==> config.mk <==
export PLATFORM = sky130hd
export DESIGN_NAME = pipe_reg_chain_flat
export DESIGN_NICKNAME = d
export VERILOG_FILES = /design/src/rtl/pipe_reg_chain_pkg.sv /design/src/rtl/pipe_reg_chain_if.sv /design/src/rtl/pipe_reg_chain_stage.sv /design/src/rtl/pipe_reg_chain.sv /design/src/flat_wrapper.sv
export SDC_FILE = /design/constraint.sdc
export NUM_CORES = 1
export LEC_CHECK = 0
export BUFFER_PORTS_ARGS = -buffer_cell sky130_fd_sc_hd__buf_2
export CAP_MARGIN = 10
export CORE_MARGIN = 1
export CORE_UTILIZATION = 53
export CTS_CLUSTER_DIAMETER = 40
export DETAILED_ROUTE_END_ITERATION = 12
export PLACE_DENSITY = 0.94
export SLEW_MARGIN = 5
export SYNTH_ARGS = -nofsm -noshare
export SYNTH_HDL_FRONTEND = slang
export SYNTH_SLANG_ARGS = --single-unit
==> constraint.sdc <==
create_clock -name clk -period 10 [get_ports clk]
set_clock_uncertainty 0.15 [all_clocks]
set_input_delay 1.5 -clock clk [delete_from_list [all_inputs] [get_ports clk]]
set_output_delay 1.5 -clock clk [all_outputs]
set_load 0.1 [all_outputs]
==> src/rtl/pipe_reg_chain_pkg.sv <==
`default_nettype none
// ============================================================================
//  Module      : pipe_pkg
//  Description : Shared types and helpers for the pipe_reg_chain block:
//                occupancy-width function, default bubble-counter width and
//                a popcount helper.
//  Revision    : 1.0 - initial release
// ============================================================================
package pipe_pkg;

    // Default width of the saturating bubble counter.
    localparam int unsigned DEFAULT_CNT_W = 16;

    // Widest stage-valid vector popcount() can take. This also caps DEPTH.
    localparam int unsigned POP_MAX_W = 64;

    // Bits needed to hold a count from 0 to depth inclusive.
    function automatic int unsigned occ_width(input int unsigned depth);
        return (depth < 1) ? 1 : $clog2(depth + 1);
    endfunction

    // Number of set bits. Callers zero-extend narrower vectors to 64 bits.
    function automatic int unsigned popcount(input logic [POP_MAX_W-1:0] v);
        int unsigned n;
        n = 0;
        for (int i = 0; i < POP_MAX_W; i++) begin
            n = n + {31'd0, v[i]};
        end
        return n;
    endfunction

endpackage
`default_nettype wire

==> src/rtl/pipe_reg_chain_if.sv <==
`default_nettype none
// ============================================================================
//  Module      : pipe_reg_chain_if
//  Description : Bundle of the handshake, control and observation signals of
//                pipe_reg_chain. The master side drives the stage-0 payload
//                and the stall/flush vectors; the slave side (the chain)
//                returns in_ready, per-stage state, the output stage,
//                occupancy and the bubble count.
//  Revision    : 1.0 - initial release
// ============================================================================
interface pipe_reg_chain_if
    import pipe_pkg::*;
#(
    parameter int WIDTH = 32,
    parameter int DEPTH = 4,
    parameter int CNT_W = 16
);
    localparam int OCC_W = occ_width(DEPTH);

    logic                     in_valid;     // payload presented at stage 0
    logic [WIDTH-1:0]         in_data;      // stage-0 payload
    logic                     in_ready;     // stage 0 accepts this cycle
    logic [DEPTH-1:0]         stall;        // per-stage stall request
    logic [DEPTH-1:0]         flush;        // per-stage kill request
    logic [DEPTH-1:0]         stage_valid;  // valid bit of every stage
    logic [DEPTH*WIDTH-1:0]   stage_data;   // stage i at [i*WIDTH +: WIDTH]
    logic                     out_valid;    // valid of stage DEPTH-1
    logic [WIDTH-1:0]         out_data;     // payload of stage DEPTH-1
    logic [OCC_W-1:0]         occupancy;    // number of valid stages
    logic [CNT_W-1:0]         bubble_cnt;   // saturating bubble count

    modport master (
        output in_valid, in_data, stall, flush,
        input  in_ready, stage_valid, stage_data, out_valid, out_data,
               occupancy, bubble_cnt
    );

    modport slave (
        input  in_valid, in_data, stall, flush,
        output in_ready, stage_valid, stage_data, out_valid, out_data,
               occupancy, bubble_cnt
    );

endinterface
`default_nettype wire

==> src/rtl/pipe_reg_chain_stage.sv <==
`default_nettype none
// ============================================================================
//  Module      : pipe_stage
//  Description : One pipeline register with a valid bit.
//                Ports: clk, reset (async, active-high), i_en (load),
//                i_clr (kill: flush or bubble, beats i_en), i_valid/i_data
//                (source), o_valid/o_data (register contents).
//  Revision    : 1.0 - initial release
// ============================================================================
module pipe_stage #(
    parameter int WIDTH      = 32,
    parameter int CLEAR_DATA = 1
) (
    input  wire logic             clk,
    input  wire logic             reset,
    input  wire logic             i_en,
    input  wire logic             i_clr,
    input  wire logic             i_valid,
    input  wire logic [WIDTH-1:0] i_data,
    output logic                  o_valid,
    output logic [WIDTH-1:0]      o_data
);

    logic             r_valid;
    logic [WIDTH-1:0] r_data;

    always_ff @(posedge clk or posedge reset) begin
        if (reset) begin
            r_valid <= 1'b0;
            r_data  <= '0;
        end else if (i_clr) begin
            // Kill drops valid; payload is only scrubbed when asked to.
            r_valid <= 1'b0;
            if (CLEAR_DATA != 0) begin
                r_data <= '0;
            end
        end else if (i_en) begin
            r_valid <= i_valid;
            r_data  <= i_data;
        end
    end

    assign o_valid = r_valid;
    assign o_data  = r_data;

endmodule
`default_nettype wire

==> src/rtl/pipe_reg_chain.sv <==
`default_nettype none
// ============================================================================
//  Module      : pipe_reg_chain
//  Description : Parametrised chain of DEPTH pipeline registers with valid
//                bits, stall propagation (hold chain), per-stage flush,
//                bubble insertion and a saturating bubble counter.
//                Ports: clk, reset (async, active-high), bus (slave side of
//                pipe_reg_chain_if carrying in/out handshake, stall/flush,
//                stage state, occupancy and bubble_cnt). DEPTH <= 64.
//  Revision    : 1.0 - initial release
// ============================================================================
module pipe_reg_chain
    import pipe_pkg::*;
#(
    parameter int WIDTH      = 32,
    parameter int DEPTH      = 4,
    parameter int CLEAR_DATA = 1,
    parameter int CNT_W      = DEFAULT_CNT_W
) (
    input  wire logic        clk,
    input  wire logic        reset,
    pipe_reg_chain_if.slave  bus
);

    localparam int OCC_W = occ_width(DEPTH);
    localparam int SUM_W = CNT_W + OCC_W;
    localparam logic [CNT_W-1:0] c_CNT_MAX = '1;

    logic [DEPTH-1:0] w_hold;
    logic [DEPTH-1:0] w_bubble;
    logic [DEPTH-1:0] w_valid;
    logic [WIDTH-1:0] w_data [DEPTH];
    logic [OCC_W-1:0] w_nbub;
    logic [SUM_W-1:0] w_cnt_sum;
    logic [CNT_W-1:0] w_cnt_next;
    logic [POP_MAX_W-1:0] w_valid_ext;
    logic [POP_MAX_W-1:0] w_bubble_ext;
    logic [CNT_W-1:0] r_bubble_cnt;

    // A stage is held when it or any stage closer to the output stalls.
    // Written as an OR over the downstream stall bits rather than a
    // recursive chain so the logic has no self-referencing vector.
    always_comb begin
        w_hold = '0;
        for (int i = 0; i < DEPTH; i++) begin
            logic h;
            h = 1'b0;
            for (int j = i; j < DEPTH; j++) begin
                h = h | bus.stall[j];
            end
            w_hold[i] = h;
        end
    end

    // A bubble enters stage i when it is free to move but its source is
    // frozen. A flush on the same stage wins and is not counted.
    always_comb begin
        w_bubble = '0;
        for (int i = 1; i < DEPTH; i++) begin
            w_bubble[i] = w_hold[i-1] & ~w_hold[i] & ~bus.flush[i];
        end
    end

    genvar gi;
    generate
        for (gi = 0; gi < DEPTH; gi++) begin : g_stage
            if (gi == 0) begin : g_head
                pipe_stage #(
                    .WIDTH      (WIDTH),
                    .CLEAR_DATA (CLEAR_DATA)
                ) u_stage (
                    .clk     (clk),
                    .reset   (reset),
                    .i_en    (~w_hold[0]),
                    .i_clr   (bus.flush[0]),
                    .i_valid (bus.in_valid),
                    .i_data  (bus.in_data),
                    .o_valid (w_valid[0]),
                    .o_data  (w_data[0])
                );
            end else begin : g_body
                pipe_stage #(
                    .WIDTH      (WIDTH),
                    .CLEAR_DATA (CLEAR_DATA)
                ) u_stage (
                    .clk     (clk),
                    .reset   (reset),
                    .i_en    (~w_hold[gi]),
                    .i_clr   (bus.flush[gi] | w_bubble[gi]),
                    .i_valid (w_valid[gi-1]),
                    .i_data  (w_data[gi-1]),
                    .o_valid (w_valid[gi]),
                    .o_data  (w_data[gi])
                );
            end
            assign bus.stage_data[gi*WIDTH +: WIDTH] = w_data[gi];
        end
    endgenerate

    always_comb begin
        w_valid_ext  = '0;
        w_bubble_ext = '0;
        w_valid_ext[DEPTH-1:0]  = w_valid;
        w_bubble_ext[DEPTH-1:0] = w_bubble;
    end

    // Saturating add of this cycle's bubble count; the sum is computed one
    // OCC_W wider so overflow is visible before clamping.
    always_comb begin
        w_nbub     = OCC_W'(popcount(w_bubble_ext));
        w_cnt_sum  = SUM_W'(r_bubble_cnt) + SUM_W'(w_nbub);
        w_cnt_next = (w_cnt_sum > SUM_W'(c_CNT_MAX)) ? c_CNT_MAX
                                                     : w_cnt_sum[CNT_W-1:0];
    end

    always_ff @(posedge clk or posedge reset) begin
        if (reset) begin
            r_bubble_cnt <= '0;
        end else begin
            r_bubble_cnt <= w_cnt_next;
        end
    end

    assign bus.in_ready    = ~w_hold[0];
    assign bus.stage_valid = w_valid;
    assign bus.out_valid   = w_valid[DEPTH-1];
    assign bus.out_data    = w_data[DEPTH-1];
    assign bus.occupancy   = OCC_W'(popcount(w_valid_ext));
    assign bus.bubble_cnt  = r_bubble_cnt;

endmodule
`default_nettype wire

==> src/flat_wrapper.sv <==
// flat-port wrapper written by rule: the top's interface ports become plain ports
module pipe_reg_chain_flat import pipe_pkg::*;
#(
    parameter int WIDTH      = 32,
    parameter int DEPTH      = 4,
    parameter int CLEAR_DATA = 1,
    parameter int CNT_W      = DEFAULT_CNT_W
)
  (clk, reset, bus_in_valid, bus_in_data, bus_stall, bus_flush, bus_in_ready, bus_stage_valid, bus_stage_data, bus_out_valid, bus_out_data, bus_occupancy, bus_bubble_cnt);
  pipe_reg_chain_if #(.WIDTH(WIDTH), .DEPTH(DEPTH), .CNT_W(CNT_W)) bus_i ();
  input  wire logic clk;
  input  wire logic reset;
  input wire logic [$bits(bus_i.in_valid)-1:0] bus_in_valid;
  input wire logic [$bits(bus_i.in_data)-1:0] bus_in_data;
  input wire logic [$bits(bus_i.stall)-1:0] bus_stall;
  input wire logic [$bits(bus_i.flush)-1:0] bus_flush;
  output wire logic [$bits(bus_i.in_ready)-1:0] bus_in_ready;
  output wire logic [$bits(bus_i.stage_valid)-1:0] bus_stage_valid;
  output wire logic [$bits(bus_i.stage_data)-1:0] bus_stage_data;
  output wire logic [$bits(bus_i.out_valid)-1:0] bus_out_valid;
  output wire logic [$bits(bus_i.out_data)-1:0] bus_out_data;
  output wire logic [$bits(bus_i.occupancy)-1:0] bus_occupancy;
  output wire logic [$bits(bus_i.bubble_cnt)-1:0] bus_bubble_cnt;
  assign bus_i.in_valid = bus_in_valid;
  assign bus_i.in_data = bus_in_data;
  assign bus_i.stall = bus_stall;
  assign bus_i.flush = bus_flush;
  assign bus_in_ready = bus_i.in_ready;
  assign bus_stage_valid = bus_i.stage_valid;
  assign bus_stage_data = bus_i.stage_data;
  assign bus_out_valid = bus_i.out_valid;
  assign bus_out_data = bus_i.out_data;
  assign bus_occupancy = bus_i.occupancy;
  assign bus_bubble_cnt = bus_i.bubble_cnt;
  pipe_reg_chain #(.WIDTH(WIDTH), .DEPTH(DEPTH), .CLEAR_DATA(CLEAR_DATA), .CNT_W(CNT_W)) u_core (.clk(clk), .reset(reset), .bus(bus_i));
endmodule
==> insert_results.sql <==
INSERT INTO impl_metrics (metric_group, metric, value, unit) VALUES
('setup_path', 'r2r_cells', '7', ''),
('grt', 'groute.usage.overall', '25.9', '%'),
('placed_design', 'port-buffer-count', '227', ''),
('grt', 'antenna_found_initial', '0', ''),
('power_and_ir_drop', 'power.density_cell_area', '197', 'nW/um2'),
('outcome', 'result_of_the_run', 'completed', ''),
('placed_design', 'gp_routability_congestion', '0.812', ''),
('setup_path', 'required', '8350', 'ps'),
('placed_design', 'dpl_cell_area', '7000', 'um2'),
('synthesis', 'synth_ff_type', 'sky130_fd_sc_hd__dfrtp_1', ''),
('synthesis', 'syn-num-nets', '557', ''),
('timing', 'timing.slew.headroom', '34.4', '%'),
('setup_path', 'timing.reg2reg.setup_slack', '7650', 'ps'),
('timing', 'fin_crit', '5120', 'ps'),
('synthesis', 'syn_area_cell', '12.1', 'um2'),
('cts', 'cts_htree_levels', '4', ''),
('drt', 'dr_total_vias', '4695', ''),
('cts', 'numCtsBuffers', '17', ''),
('grt', 'grt_start_max_net_pins', '83', ''),
('drt', 'avgViaCountPerCell', '5.60', ''),
('drt', 'totalWireLength', '15200', 'um'),
('die', 'chipWidth', '109', 'um'),
('flow_run', 'cap_viol_max_count', '0', ''),
('timing', 'period_utilization_post_route', '51.2', '%'),
('die', 'fp.coreArea', '11000', 'um2'),
('placed_design', 'place_worst_setup_slack', '4870', 'ps'),
('finish', 'final_design_area_no_fill', '7630', 'um2'),
('timing', 'fin_worst_hold_slack', '359', 'ps'),
('power_and_ir_drop', 'total_leakage_power', '4.30', 'nW'),
('placed_design', 'dp.final_hpwl', '10400', 'um'),
('setup_path', 'worstReg2RegEnd', 'u_core.bus.bubble_cnt[13]$_DFF_PP0_', ''),
('timing', 'worstMarginPinSlew', '984', 'ps'),
('worst_hold_path', 'min_delay_path_depth', '1', ''),
('finish', 'final_common_cell', 'sky130_fd_sc_hd__buf_2', ''),
('finish', 'growth_of_design_area_from_synthesis_to_finish', '25.5', '%'),
('die', 'initial_utilization', '55.3', '%'),
('finish', 'antenna-diode-count', '0', ''),
('synthesis', 'post_synthesis_sequential_area_ratio', '61.0', '%'),
('setup_path', 'worst_ep_arrival_time', '3470', 'ps'),
('synthesis', 'yosysTopAreaCellShare', '61.0', '%'),
('synthesis', 'netlist_instances', '503', ''),
('timing', 'final-max-slew-violation-count', '0', ''),
('finish', 'layout_common_cells', '227 x sky130_fd_sc_hd__buf_2, 148 x sky130_fd_sc_hd__dfrtp_1, 99 x sky130_fd_sc_hd__a22o_1, 79 x sky130_fd_sc_hd__nand2_1, 35 x sky130_fd_sc_hd__a21oi_1', ''),
('worst_hold_path', 'hp-class', 'reg -> reg', ''),
('drt', 'antenna_violating_nets_post_route', '0', ''),
('drt', 'count_of_routing_violations_after_the_opening_detailed_route_iteration', '266', ''),
('setup_path', 'critical_path.endpoint_type', 'primary output', ''),
('grt', 'grt_pass1_wl', '23200', 'um'),
('timing', 'achievable-frequency', '195', 'MHz'),
('cts', 'ctsHoldBuffers', '0', ''),
('worst_hold_path', 'hold_path_startpoint', 'u_core.g_stage[0].g_head.u_stage.o_data[3]$_DFFE_PP0P_', ''),
('synthesis', 'synthDistinctLibCells', '41', ''),
('setup_path', 'setup.worst_path.start_class', 'input pin', ''),
('cts', 'post_cts.resized_instances', '0', ''),
('die', 'die_y', '109', 'um'),
('timing', 'setup_slack', '4880', 'ps'),
('finish', 'final_layout_size_suffix_gt1_share', '39.2', '%'),
('cts', 'buffers_inserted_during_post_cts_setup_optimization', '0', ''),
('cts', 'root_buffer', 'sky130_fd_sc_hd__clkbuf_16', ''),
('grt', 'first_global_vias', '4539', ''),
('worst_hold_path', 'hold_end', 'u_core.g_stage[1].g_body.u_stage.o_data[3]$_DFFE_PP0P_', ''),
('synthesis', 'ys_warn_count', '0', ''),
('timing', 'setup_total_negative_slack', '0', 'ps'),
('synthesis', 'netlist_area', '6080', 'um2'),
('finish', 'design.final.nets', '740', ''),
('setup_path', 'crit_reg_reg_startpoint', 'u_core.bus.bubble_cnt[0]$_DFF_PP0_', ''),
('cts', 'tritoncts_num_sinks', '148', ''),
('finish', 'final_core_util', '69.4', '%'),
('timing', 'timing.final.hold_violations', '0', ''),
('cts', 'clkLatencyLatePin', '410', 'ps'),
('synthesis', 'yosys_register_bits', '148', '');
-- cells in the mapped netlist, types with 2 or more instances --
| cell type | instances |
|---|---|
| sky130_fd_sc_hd__a21oi_1 | 35 |
| sky130_fd_sc_hd__a22o_1 | 99 |
| sky130_fd_sc_hd__and3_1 | 2 |
| sky130_fd_sc_hd__and4_1 | 2 |
| sky130_fd_sc_hd__buf_1 | 3 |
| sky130_fd_sc_hd__buf_2 | 6 |
| sky130_fd_sc_hd__buf_4 | 36 |
| sky130_fd_sc_hd__buf_6 | 7 |
| sky130_fd_sc_hd__clkbuf_1 | 16 |
| sky130_fd_sc_hd__dfrtp_1 | 148 |
| sky130_fd_sc_hd__fa_1 | 3 |
| sky130_fd_sc_hd__ha_1 | 8 |
| sky130_fd_sc_hd__inv_1 | 4 |
| sky130_fd_sc_hd__nand2_1 | 79 |
| sky130_fd_sc_hd__nand3_1 | 8 |
| sky130_fd_sc_hd__nor2_1 | 4 |
| sky130_fd_sc_hd__nor2b_1 | 3 |
| sky130_fd_sc_hd__nor3_1 | 3 |
| sky130_fd_sc_hd__nor3b_1 | 2 |
| sky130_fd_sc_hd__o211ai_1 | 3 |
| sky130_fd_sc_hd__o21ai_0 | 5 |
| sky130_fd_sc_hd__or3_1 | 3 |
| sky130_fd_sc_hd__xnor2_1 | 3 |
| sky130_fd_sc_hd__xor2_1 | 4 |
-- logic make-up after synthesis --
logic type                 synth area share, %
muxes                                    0.185
xor gates and xnor gates                  1.01
AOI/OAI and AO/OA                         18.7
adders and majority gates                 2.64
DFF                                       61.0
and+or+nand+nor                           8.69
buffers and inverters                     7.80
-- power breakdown --
group	leakage (nW)	internal [mW]	switching [mW]
clock	0.296	0.422	0.254
combinational	1.95	0.0347	0.165
sequential	2.05	0.613	0.0156
total	4.30	1.07	0.435
-- critical path: stages --
cell                    delay (ps)
sky130_fd_sc_hd__buf_2         130
sky130_fd_sc_hd__or3_4         390
sky130_fd_sc_hd__or2_2         590
sky130_fd_sc_hd__inv_6         340
sky130_fd_sc_hd__buf_2         490
-- worst max path at each step --
stage	start	to	slack, ps	cells after the start
after detailed placement	bus_stall[2]	bus_in_ready	4870	5
after CTS	bus_stall[2]	bus_in_ready	4860	5
after floorplan	reset	u_core.bus.bubble_cnt[0]$_DFF_PP0_	4370	1
final	bus_stall[2]	bus_in_ready	4880	5
after global placement	bus_stall[2]	bus_in_ready	4930	5
after global routing	bus_stall[2]	bus_in_ready	4790	5
-- cell type report --
cell class	count	area, um2	area share, %
Multi-Input combinational cell	282	1920	25.1
Clock inverter	13	195	2.56
Clock buffer	19	433	5.68
Timing Repair Buffer	232	1170	15.4
Sequential cell	148	3700	48.6
Tap cell	140	175	2.30
Inverter	5	28.8	0.377
-- flip-flops by register name, indices dropped and copies added (netlist names) --
name,count
u_core.bus.bubble_cnt,16
u_core.g_stage.g_head.u_stage.o_data,32
u_core.g_stage.g_head.u_stage.o_valid,1
u_core.g_stage.g_body.u_stage.o_data,96
u_core.g_stage.g_body.u_stage.o_valid,3
-- per-stage QoR --
stage	total power [mW]	instances
2_1_floorplan	0.795	503
3_3_place_gp	0.833	807
3_5_place_dp	0.838	807
4_1_cts	1.51	839
5_1_grt	1.55	839
6_report	1.51	839
-- per-layer routing --
| layer | part of all wire (%) | wire [um] | up-vias | GRT usage, % |
|---|---|---|---|---|
| li1 | - | - | 2134 | - |
| met4 | 1.8 | 273 | 0 | 10.8 |
| met2 | 51 | 7720 | 215 | 42.6 |
| met1 | 41 | 6290 | 2321 | 32.9 |
| met5 | 0 | 0 | - | 0 |
| met3 | 6.1 | 928 | 25 | 6.04 |
No activity file was read; power rests on OpenSTA's default activity.
